[src/rtl/subtrator_serial_ctrl_if.sv]
// Handshake and operand bundle for the bit-serial subtractor.
// Optional flag outputs exist only when SUBTRATOR_SERIAL_FLAGS_EN is defined.
interface subtrator_serial_ctrl_if #(
    parameter int unsigned WIDTH = 8
);
    logic             start;
    logic [WIDTH-1:0] a;
    logic [WIDTH-1:0] b;
    logic             bin;
    logic             busy;
    logic             done;
    logic [WIDTH-1:0] diff;
    logic             bout;
`ifdef SUBTRATOR_SERIAL_FLAGS_EN
    logic             zero;
    logic             lt;

    modport master (
        output start, a, b, bin,
        input  busy, done, diff, bout, zero, lt
    );
    modport slave (
        input  start, a, b, bin,
        output busy, done, diff, bout, zero, lt
    );
`else
    modport master (
        output start, a, b, bin,
        input  busy, done, diff, bout
    );
    modport slave (
        input  start, a, b, bin,
        output busy, done, diff, bout
    );
`endif
endinterface

[src/rtl/subtrator_serial_ctrl.sv]
// Bit-serial subtractor: one full-subtractor bit per SHIFT cycle, LSB first.
// Define SUBTRATOR_SERIAL_FLAGS_EN to add registered zero/lt result flags.
module subtrator_serial_ctrl #(
    parameter int unsigned WIDTH = 8
) (
    input  logic                 clk,
    input  logic                 rst_n,
    subtrator_serial_ctrl_if.slave bus
);
    localparam int unsigned    CW   = (WIDTH > 1) ? $clog2(WIDTH) : 1;
    localparam logic [CW-1:0]  LAST = CW'(WIDTH - 1);

    typedef enum logic [1:0] {
        IDLE  = 2'd0,
        SHIFT = 2'd1,
        DONE  = 2'd2
    } state_e;

    state_e           state_q, state_d;
    logic [CW-1:0]    cnt_q, cnt_d;
    logic [WIDTH-1:0] a_q, a_d;
    logic [WIDTH-1:0] b_q, b_d;
    logic [WIDTH-1:0] sr_q, sr_d;
    logic [WIDTH-1:0] diff_q, diff_d;
    logic             br_q, br_d;
    logic             bout_q, bout_d;
`ifdef SUBTRATOR_SERIAL_FLAGS_EN
    logic             zero_q, zero_d;
    logic             lt_q, lt_d;
`endif

    logic             d_bit;
    logic             br_next;
    logic [WIDTH-1:0] sr_shifted;

    // Full-subtractor cell on the current LSBs of the operand shifters
    always_comb begin
        d_bit      = a_q[0] ^ b_q[0] ^ br_q;
        br_next    = (~a_q[0] & b_q[0]) | (~a_q[0] & br_q) | (b_q[0] & br_q);
        sr_shifted = {d_bit, sr_q[WIDTH-1:1]};
    end

    always_comb begin
        state_d = state_q;
        cnt_d   = cnt_q;
        a_d     = a_q;
        b_d     = b_q;
        sr_d    = sr_q;
        br_d    = br_q;
        diff_d  = diff_q;
        bout_d  = bout_q;
`ifdef SUBTRATOR_SERIAL_FLAGS_EN
        zero_d  = zero_q;
        lt_d    = lt_q;
`endif
        case (state_q)
            IDLE: begin
                if (bus.start) begin
                    a_d     = bus.a;
                    b_d     = bus.b;
                    br_d    = bus.bin;
                    sr_d    = '0;
                    cnt_d   = '0;
                    state_d = SHIFT;
                end
            end
            SHIFT: begin
                a_d  = a_q >> 1;
                b_d  = b_q >> 1;
                sr_d = sr_shifted;
                br_d = br_next;
                // Visible outputs change only on the edge that enters DONE
                if (cnt_q == LAST) begin
                    cnt_d   = '0;
                    state_d = DONE;
                    diff_d  = sr_shifted;
                    bout_d  = br_next;
`ifdef SUBTRATOR_SERIAL_FLAGS_EN
                    zero_d  = (sr_shifted == '0);
                    lt_d    = br_next;
`endif
                end else begin
                    cnt_d = cnt_q + CW'(1);
                end
            end
            DONE:    state_d = IDLE;
            default: state_d = IDLE;
        endcase
    end

    always_ff @(posedge clk) begin
        if (!rst_n) begin
            state_q <= IDLE;
            cnt_q   <= '0;
            a_q     <= '0;
            b_q     <= '0;
            sr_q    <= '0;
            br_q    <= 1'b0;
            diff_q  <= '0;
            bout_q  <= 1'b0;
`ifdef SUBTRATOR_SERIAL_FLAGS_EN
            zero_q  <= 1'b0;
            lt_q    <= 1'b0;
`endif
        end else begin
            state_q <= state_d;
            cnt_q   <= cnt_d;
            a_q     <= a_d;
            b_q     <= b_d;
            sr_q    <= sr_d;
            br_q    <= br_d;
            diff_q  <= diff_d;
            bout_q  <= bout_d;
`ifdef SUBTRATOR_SERIAL_FLAGS_EN
            zero_q  <= zero_d;
            lt_q    <= lt_d;
`endif
        end
    end

    assign bus.busy = (state_q == SHIFT);
    assign bus.done = (state_q == DONE);
    assign bus.diff = diff_q;
    assign bus.bout = bout_q;
`ifdef SUBTRATOR_SERIAL_FLAGS_EN
    assign bus.zero = zero_q;
    assign bus.lt   = lt_q;
`endif
endmodule

[src/flat_wrapper.sv]
// flat-port wrapper written by rule: the top's interface ports become plain ports
module subtrator_serial_ctrl_flat 
#(
    parameter int unsigned WIDTH = 8
)
  (clk, rst_n, bus_start, bus_a, bus_b, bus_bin, bus_busy, bus_done, bus_diff, bus_bout);
  subtrator_serial_ctrl_if #(.WIDTH(WIDTH)) bus_i ();
  input  logic clk;
  input  logic rst_n;
  input wire logic [$bits(bus_i.start)-1:0] bus_start;
  input wire logic [$bits(bus_i.a)-1:0] bus_a;
  input wire logic [$bits(bus_i.b)-1:0] bus_b;
  input wire logic [$bits(bus_i.bin)-1:0] bus_bin;
  output wire logic [$bits(bus_i.busy)-1:0] bus_busy;
  output wire logic [$bits(bus_i.done)-1:0] bus_done;
  output wire logic [$bits(bus_i.diff)-1:0] bus_diff;
  output wire logic [$bits(bus_i.bout)-1:0] bus_bout;
  assign bus_i.start = bus_start;
  assign bus_i.a = bus_a;
  assign bus_i.b = bus_b;
  assign bus_i.bin = bus_bin;
  assign bus_busy = bus_i.busy;
  assign bus_done = bus_i.done;
  assign bus_diff = bus_i.diff;
  assign bus_bout = bus_i.bout;
  subtrator_serial_ctrl #(.WIDTH(WIDTH)) u_core (.clk(clk), .rst_n(rst_n), .bus(bus_i));
endmodule
[config.mk]
export PLATFORM = sky130hd
export DESIGN_NAME = subtrator_serial_ctrl_flat
export DESIGN_NICKNAME = d
export VERILOG_FILES = /design/src/rtl/subtrator_serial_ctrl_if.sv /design/src/rtl/subtrator_serial_ctrl.sv /design/src/flat_wrapper.sv
export SDC_FILE = /design/constraint.sdc
export NUM_CORES = 1
export LEC_CHECK = 0
export CORE_UTILIZATION = 30
export DETAILED_ROUTE_END_ITERATION = 10
export GPL_TIMING_DRIVEN = 0
export HOLD_SLACK_MARGIN = 0.06
export REMOVE_ABC_BUFFERS = 1
export SETUP_SLACK_MARGIN = 0.4
export SYNTH_ARGS = -nofsm -noshare
export SYNTH_HDL_FRONTEND = slang
export SYNTH_SLANG_ARGS = --single-unit
export TNS_END_PERCENT = 30
[constraint.sdc]
create_clock -name clk -period 1.49 [get_ports clk]
set_input_delay 0.298 -clock clk [delete_from_list [all_inputs] [get_ports clk]]
set_output_delay 0.298 -clock clk [all_outputs]
set_load 0.01 [all_outputs]
Word-level counts from Yosys, hierarchy flattened
Index checks and enable logic that the tools add are counted.
Widths: inputs -> output; s select.
{ "word_totals": {"out_inout_bits": 11, "elab_cells": 41, "regBits": 39} }
{ "op_classes": {"eq_ne": 5, "reduce_logical": 5, "bitwise": 8, "mux": 14, "add_sub_neg": 1} }
{ "op_table": {"columns": ["cell", "n"], "rows": [
  ["$pmux 8 s2", 3],
  ["$mux 8", 3],
  ["$mux 3", 2],
  ["$pmux 3 s2", 1],
  ["$reduce_and 2->1", 3],
  ["$mux 2", 2],
  ["$pmux 2 s2", 1],
  ["$add 3x1->3 const B", 1],
  ["$and 1x1->1", 3],
  ["$eq 3x3->1 const B", 1],
  ["$eq 2x1->1 const B", 1],
  ["$eq 2x2->1 const B", 1],
  ["$logic_not 2->1", 1],
  ["$ne 2x1->1 const B", 1],
  ["$ne 2x2->1 const B", 1],
  ["$or 1x1->1", 2],
  ["$pmux 1 s2", 1],
  ["$reduce_bool 2->1", 1],
  ["$xor 1x1->1", 2],
  ["$mux 1", 1],
  ["$not 1->1", 1]
]} }

Depth between registers and ports, before layout
Gate-level depths: netlist of run 1.
{ "logic_depth": {"word_depth": 5, "mapped_depth": 5} }

Least setup slack after synthesis of run 1
OpenSTA, ideal clock, no wires.
{ "synth_path": {"kind": "register to register", "from": "register u_core.cnt_q[0]", "to": "register u_core.cnt_q[0]", "required_ps": 1420, "synth_period_minus_slack_ps": 1258, "path_buffers": 0, "arrival_ps": 1188, "setup_ps": 70, "stages_incl_launch_ff": 5, "path_slack_ps": 232, "path_cell_list": "dfxtp_1 ha_1 ha_1 or3_1 a21oi_1"} }
{ "synth_between": {"elab_chain_len": 3} }
{ "synth_lines": {"columns": ["item", "line_no", "source"], "rows": [
  ["start: declaration", "subtrator_serial_ctrl.sv:20", "logic [CW-1:0] cnt_q, cnt_d;"],
  ["start signal: assignment", "subtrator_serial_ctrl.sv:107", "cnt_q <= cnt_d;"],
  ["$add 3x1->3 / $eq 3x3->1 (equally long branches)", "subtrator_serial_ctrl.sv:83, subtrator_serial_ctrl.sv:73", null],
  ["$mux 3 *", "subtrator_serial_ctrl.sv:73", "if (cnt_q == LAST) begin"],
  ["$pmux 3 s2 *", "subtrator_serial_ctrl.sv:56", "case (state_q)"]
]} }
Every way passes the cells marked *; elsewhere a longest branch is shown, timed or not.
A chain may end at the register's enable or synchronous reset.

Worst setup path after layout of run 1
{ "layout_path": {"from": "register u_core.state_q[0]", "to": "output port bus_done"} }
{ "layout_between": {"elab_chain_len": 1} }
{ "layout_lines": {"columns": ["item", "line_no", "source"], "rows": [
  ["start: declaration", "subtrator_serial_ctrl.sv:19", "state_e state_q, state_d;"],
  ["start signal: assignment", "subtrator_serial_ctrl.sv:106", "state_q <= state_d;"],
  ["$eq 2x2->1", "subtrator_serial_ctrl.sv:122", "assign bus.done = (state_q == DONE);"],
  ["end: declaration", "flat_wrapper.sv:15", "output wire logic [$bits(bus_i.done)-1:0] bus_done;"]
]} }
Every way passes these cells.

==> metrics.md, run 1 <==
| Metric | Value |
|---|---|
| Avg Cell Area, Syn | `10.3 µm²` |
| Internal power | `approximately 1600 µW` |
| Adder-Cell Fraction of Synth Area | `0.0276` |
| DR pass1 iterations | `4` |
| Vias in the first global route | `around 1300` |
| Reg2reg setup slack | `about 190 ps` |
| Via density | `slightly below 5` |
| Worst setup path start | `u_core.state_q[0]` |
| Skew final | `just under 10 ps` |
| Worst-margin pin slew | `between 400 and 500 ps` |
| FF-to-FF End | `u_core.cnt_q[0]` |
| Starting Density | `0.316` |
| Final nets | `about 230` |
| Worst r2r src | `u_core.cnt_q[0]` |
| Switch share | `0.265` |
| Reg2reg path depth | `4` |
| Detailed Route WL | `approximately 4000 µm` |
| Outcome | `completed` |
| Critical-path maximum fanout | `3` |
| Post-route DRC | `0` |
| Post-Synth XOR/XNOR Area | `0` |
| Largest net degree at the start of global routing | `25` |
| Fmax | `about 0.77 GHz` |
| Critical path class | `flop to output pin` |
| Worst hold slack | `~460 ps` |
| Hold WC Path Type | `flop to flop` |
| Post-synthesis mux area share | `0.0858` |
| Worst path top cell family by delay | `flip-flops` |
| Post-synthesis sequential area ratio | `0.466` |
| HP Start | `u_core.bus.diff[5]` |
| Global-route wire length before repair | `a little over 6000 µm` |
| # fillers | `around 490` |
| Die width | `75.8 µm` |
| Largest family of logic cells by synthesized area | `compound AO/OA/AOI/OAI gates` |
| Slowest cell delay on critical path | `360 ps` |
| Grt total ovfl | `0` |
| Drt wl/cell | `~15 µm` |
| Antenna Nets Post-Route | `0` |
| Crit path arrival time | `a little over 1000 ps` |
| Antenna cells | `0` |
| Post-synth EDFFs | `0` |
| Final Hold Fails | `0` |
| Async S/R FF share, synth | `0` |
| Yosys reg bits | `38` |
| Share of cells above drive strength 1 | `0.369` |
| TNS Setup | `0 ps` |
| Clock Tree Buf Depth | `2` |
| Die extent in y | `between 70 and 80 µm` |
| Compound-gate portion of the synthesized area | `0.198` |
| CTS tree | `done` |
| Core outline area | `between 5000 and 6000 µm²` |
| Crit-path cells | `buf_8, nor2b_1, buf_2` |
| Maximum vdd drop | `around 0.4 mV` |
| Routability-driven placement congestion ratio | `0.708` |
| LEAKAGE | `between 0.0009 and 0.001 µW` |
| Commonest cells after routing, fill and taps aside | `dfxtp_1 (33), clkdlybuf4s50_1 (17), mux2i_1 (14)` |
| Max Cap Viol | `0` |
| Final setup margin | `approximately 190 ps` |
| Clk pwr share | `0.315` |
| YS warnings | `0` |
| IO Port Bufs | `30` |
| Clk slew on worst S/H paths | `roughly 80 ps` |
| CP endpoint kind | `output pin` |
| Most common cell after layout, fill and taps aside | `dfxtp_1` |
| DIE AREA | `between 5000 and 6000 µm²` |
| Data required, critical path | `~1200 ps` |
| Mapped Area | `1630 µm²` |
| Storage cell area | `approximately 770 µm²` |
| HPWL after detailed placement | `1990 µm` |
| Hold_buf cts | `0` |
| Total CTS buffers | `5` |
| Hold Path Stages | `2` |
| Seq pwr share | `0.513` |
| Synth cell types | `31` |
| Final min period | `1300 ps` |
| RSZ-0062 raised after global routing | `yes` |
| CTS root buf | `clkbuf_8` |
| Final setup vio count | `0` |
| Crit share post-route | `0.875` |
| Power density cells | `890 nW/µm²` |
| Multi-input gate area | `approximately 970 µm²` |
| H-tree depth | `2` |
| 1st-iter DRT viols | `69` |
| GRT Resource Usage Total | `0.147` |
| Combinational Power Share | `0.173` |
| Bufs and invs on worst path | `2` |
| Cells after Synth | `roughly 160` |
| Rel. slew slack | `0.686` |
| Ports | `31` |
| Post-Synth Simple-Gate Area | `0.150` |
| CP startpoint kind | `flop` |
| Slowest-stage cell, CP | `dfxtp_4` |
| DR vias | `~1400` |
| Util after Layout | `0.465` |
| WHS Endpoint | `u_core.bus.diff[5]` |
| Clock Sinks | `38` |
| Design Area, Final | `between 2000 and 2500 µm²` |
| Switch Pwr | `roughly 570 µW` |
| Initial antenna violation count | `0` |
| Post-place setup slack | `-1140 ps` |
| Worst skew pair latency | `roughly 290 ps` |
| Rows | `26` |
| Main synth FF type | `dfxtp_1` |
| Post-DP Area | `approximately 1900 µm²` |
| Slew Viols, Final | `0` |
| Synthesis-to-finish area growth | `47.4%` |
[routing by layer]
metal / wire [µm] / vias up / share of wire / global-route usage
met1: 1720 / 658 / 0.43 / 0.183
met4: 65 / 0 / 0.016 / 0.0658
li1: - / 667 / - / -
met5: 0 / - / 0 / 0
met2: 2080 / 19 / 0.52 / 0.239
met3: 132 / 9 / 0.033 / 0.0397
[cell families (layout without fill, tap and decap cells)]
group | after synthesis | in the layout
compound gates | 41 | 43
fa+ha+maj | 3 | 3
buf+inv | 16 | 56
flops | 38 | 38
mux | 14 | 14
simple gates | 47 | 49
[sequential cells by signal, summed over array words and instances, names as in the netlist]
register / flops
u_core.sr_q: 7
u_core.br_q: 1
u_core.a_q: 8
u_core.bus.bout: 1
u_core.state_q: 2
u_core.b_q: 8
u_core.cnt_q: 3
u_core.bus.diff: 8
[repair_timing]
action,in CTS,in global routing
buffers inserted,14,1
endpoints found under the hold margin,0,0
pin swaps,3,7
endpoints found under the setup margin,49,49
gates resized for setup,56,32
cloned,3,2
[power groups by stage]
stage	Clock, µW	Combinational [µW]	Sequential, µW
finish	674	370	1100
global route	723	400	1100
CTS	689	349	1090
detailed placement	0	238	1130
global placement	0	237	1130
floorplan	0	147	1120
[per-stage QoR]
step | total power [µW] | std cells
6_report | 2140 | 273
5_1_grt | 2230 | 273
4_1_cts | 2130 | 270
3_5_place_dp | 1370 | 246
3_3_place_gp | 1360 | 246
2_1_floorplan | 1260 | 146
[cell usage after synthesis (2+ instances only)]
cell,instances,area share
buf_6,4,0.028
a211oi_2,11,0.084
a21oi_1,3,0.0092
nand4bb_1,2,0.014
a211oi_1,3,0.014
mux2i_1,14,0.086
nor2_1,16,0.037
ha_1,2,0.015
nand2_1,12,0.028
buf_8,2,0.018
clkbuf_1,3,0.0069
dfxtp_1,38,0.47
o22ai_1,8,0.031
nand2b_1,2,0.0077
nand3_1,9,0.028
o21ai_0,12,0.037
inv_1,2,0.0046
clkbuf_2,2,0.0061
buf_2,2,0.0061
[worst min-delay path, delay by kind of cell, from the launching register on]
| family | cells | cell delay [ps] |
|---|---|---|
| flip-flops | 1 | 310 |
| AND/OR/NAND/NOR | 1 | 60 |
| AO/OA/AOI/OAI | 1 | 40 |
[final cells by class]
type,instances,share of cell area
clock buffers,5,0.0286
multi-input cells,109,0.403
well taps,70,0.0364
repair buffers,46,0.201
clock inverters,2,0.00416
inverters,3,0.00468
flip-flops and latches,38,0.322
[worst max-delay path by stage]
stage / to / slack [ps] / cells past startpoint
2_1_floorplan: u_core.a_q[3] / -820 / 3
4_1_cts: bus_done / 180 / 3
3_3_place_gp: u_core.b_q[1] / -1370 / 3
5_1_grt: bus_done / 130 / 3
6_report: bus_done / 190 / 3
3_5_place_dp: bus_busy / -1140 / 3
(Power assumes the default switching activity.)
==> inputs of run 2 (changes only) <==
Settings changed: HOLD_SLACK_MARGIN 0.06 to not set.
==> results of run 2 <==
Same layout as run 1: the final DEF is identical, and so are final timing and power.
==> inputs of run 3 (changes only) <==
Settings changed: CTS_BUF_LIST set to sky130_fd_sc_hd__clkbuf_4, GPL_TIMING_DRIVEN 0 to not set.
==> metrics.md, run 3 (synthesized netlist as in run 1, its figures left out) <==
| Metric | Value |
|---|---|
| IO Port Bufs | `30` |
| Maximum vdd drop | `0.279 mV` |
| Most common cell after layout, fill and taps aside | `dfxtp_1` |
| Ports | `31` |
| DR pass1 iterations | `6` |
| Worst hold slack | `462 ps` |
| TNS Setup | `0 ps` |
| CP endpoint kind | `output pin` |
| Switch Pwr | `between 500 and 600 µW` |
| Crit share post-route | `0.857` |
| Skew final | `8.27 ps` |
| Die extent in y | `around 76 µm` |
| RSZ-0062 raised after global routing | `yes` |
| Slew Viols, Final | `0` |
| Antenna Nets Post-Route | `0` |
| Rel. slew slack | `0.826` |
| H-tree depth | `2` |
| Critical-path maximum fanout | `4` |
| Die width | `75.8 µm` |
| Detailed Route WL | `~3800 µm` |
| Final Hold Fails | `0` |
| Starting Density | `0.316` |
| Crit path arrival time | `a little under 1000 ps` |
| Synthesis-to-finish area growth | `47.6%` |
| Max Cap Viol | `0` |
| LEAKAGE | `between 0.0009 and 0.001 µW` |
| Combinational Power Share | `0.186` |
| Outcome | `completed` |
| GRT Resource Usage Total | `0.143` |
| Internal power | `around 1500 µW` |
| Largest net degree at the start of global routing | `18` |
| Critical path class | `flop to output pin` |
| Core outline area | `slightly above 5000 µm²` |
| Rows | `26` |
| Clk pwr share | `0.266` |
| Seq pwr share | `0.548` |
| Hold_buf cts | `0` |
| Worst skew pair latency | `~350 ps` |
| DR vias | `approximately 1400` |
| Drt wl/cell | `13.5 µm` |
| HPWL after detailed placement | `2270 µm` |
| Via density | `between 4 and 5` |
| Final min period | `between 1000 and 1500 ps` |
| Post-route DRC | `0` |
| Clock Sinks | `38` |
| Fmax | `0.783 GHz` |
| Clk slew on worst S/H paths | `approximately 110 ps` |
| Total CTS buffers | `5` |
| Vias in the first global route | `about 1300` |
| CTS root buf | `clkbuf_4` |
| Clock Tree Buf Depth | `2` |
| Final setup vio count | `0` |
| Initial antenna violation count | `0` |
| CTS tree | `done` |
| Antenna cells | `0` |
| CP startpoint kind | `flop` |
| Worst-margin pin slew | `between 200 and 300 ps` |
| Power density cells | `just over 800 nW/µm²` |
| Commonest cells after routing, fill and taps aside | `dfxtp_1 (24), clkdlybuf4s50_1 (19), nor2_1 (15), buf_4 (15)` |
| Final nets | `approximately 230` |
| Grt total ovfl | `0` |
| Share of cells above drive strength 1 | `0.436` |
| Switch share | `0.264` |
| Data required, critical path | `around 1200 ps` |
| DIE AREA | `~5700 µm²` |
| Routability-driven placement congestion ratio | `a little over 0.7` |
| 1st-iter DRT viols | `between 60 and 70` |
| Hold WC Path Type | `flop to flop` |
| Global-route wire length before repair | `5990 µm` |
==> run 3: per-stage QoR <==
| stage | instances | cell area, µm² | total power, µW | setup slack, ps | util |
|---|---|---|---|---|---|
| after floorplan | 146 | 1530 | 1260 | -817 | - |
| after CTS | 275 | 2320 | 1970 | 200 | 0.448 |
| after global placement | 259 | 2040 | 1400 | -6.84 | 0.394 |
| final | 281 | 2410 | 1990 | 213 | 0.466 |
| after global routing | 281 | 2410 | 2100 | 151 | 0.466 |
| after detailed placement | 259 | 2040 | 1400 | -58.0 | 0.394 |
==> run 3: metal layers <==
metal	track usage	vias to the layer above	share of wire
met5	0	-	0
met1	0.165	649	0.45
li1	-	679	-
met3	0.0569	6	0.033
met4	0.0556	0	0.014
met2	0.238	16	0.51
==> run 3: area by class of cell <==
type / count / area, µm²
Multi-Input combinational cell: 108 / 906
Fill cell: 485 / 2760
Tap cell: 70 / 87.6
Timing Repair Buffer: 54 / 571
Clock inverter: 2 / 8.76
Clock buffer: 6 / 45.0
Sequential cell: 38 / 781
Inverter: 3 / 11.3
==> run 3: timing repair <==
| action | in CTS | in global routing |
|---|---|---|
| setup buffers | 4 | 5 |
| endpoints found under the setup margin | 49 | 49 |
| gates resized for setup | 91 | 11 |
| pin swaps | 6 | 2 |
| cloned | 4 | 1 |
==> run 3: power by group through the flow <==
stage          Sequential, µW  Combinational (µW)  Clock (µW)
3_3_place_gp             1110                 288           0
2_1_floorplan            1120                 147           0
4_1_cts                  1090                 339         541
5_1_grt                  1100                 401         601
6_report                 1090                 371         530
3_5_place_dp             1110                 292           0
==> run 3: path summary, 6_finish.rpt <==
path | to | cells past startpoint | slack (ps) | startpoint
worst max-delay path | bus_busy | 3 | 210 | u_core.state_q[1]
worst max register to register | u_core.a_q[6] | 5 | 240 | u_core.state_q[1]
worst min-delay path | u_core.bus.diff[0] | 2 | 460 | u_core.sr_q[1]
worst min register to register | u_core.bus.diff[0] | 2 | 460 | u_core.sr_q[1]
==> run 3: critical path, stage by stage (launching register included) <==
cell and delay (ps):
dfxtp_2 360, nand2b_4 140, inv_2 30, buf_6 110
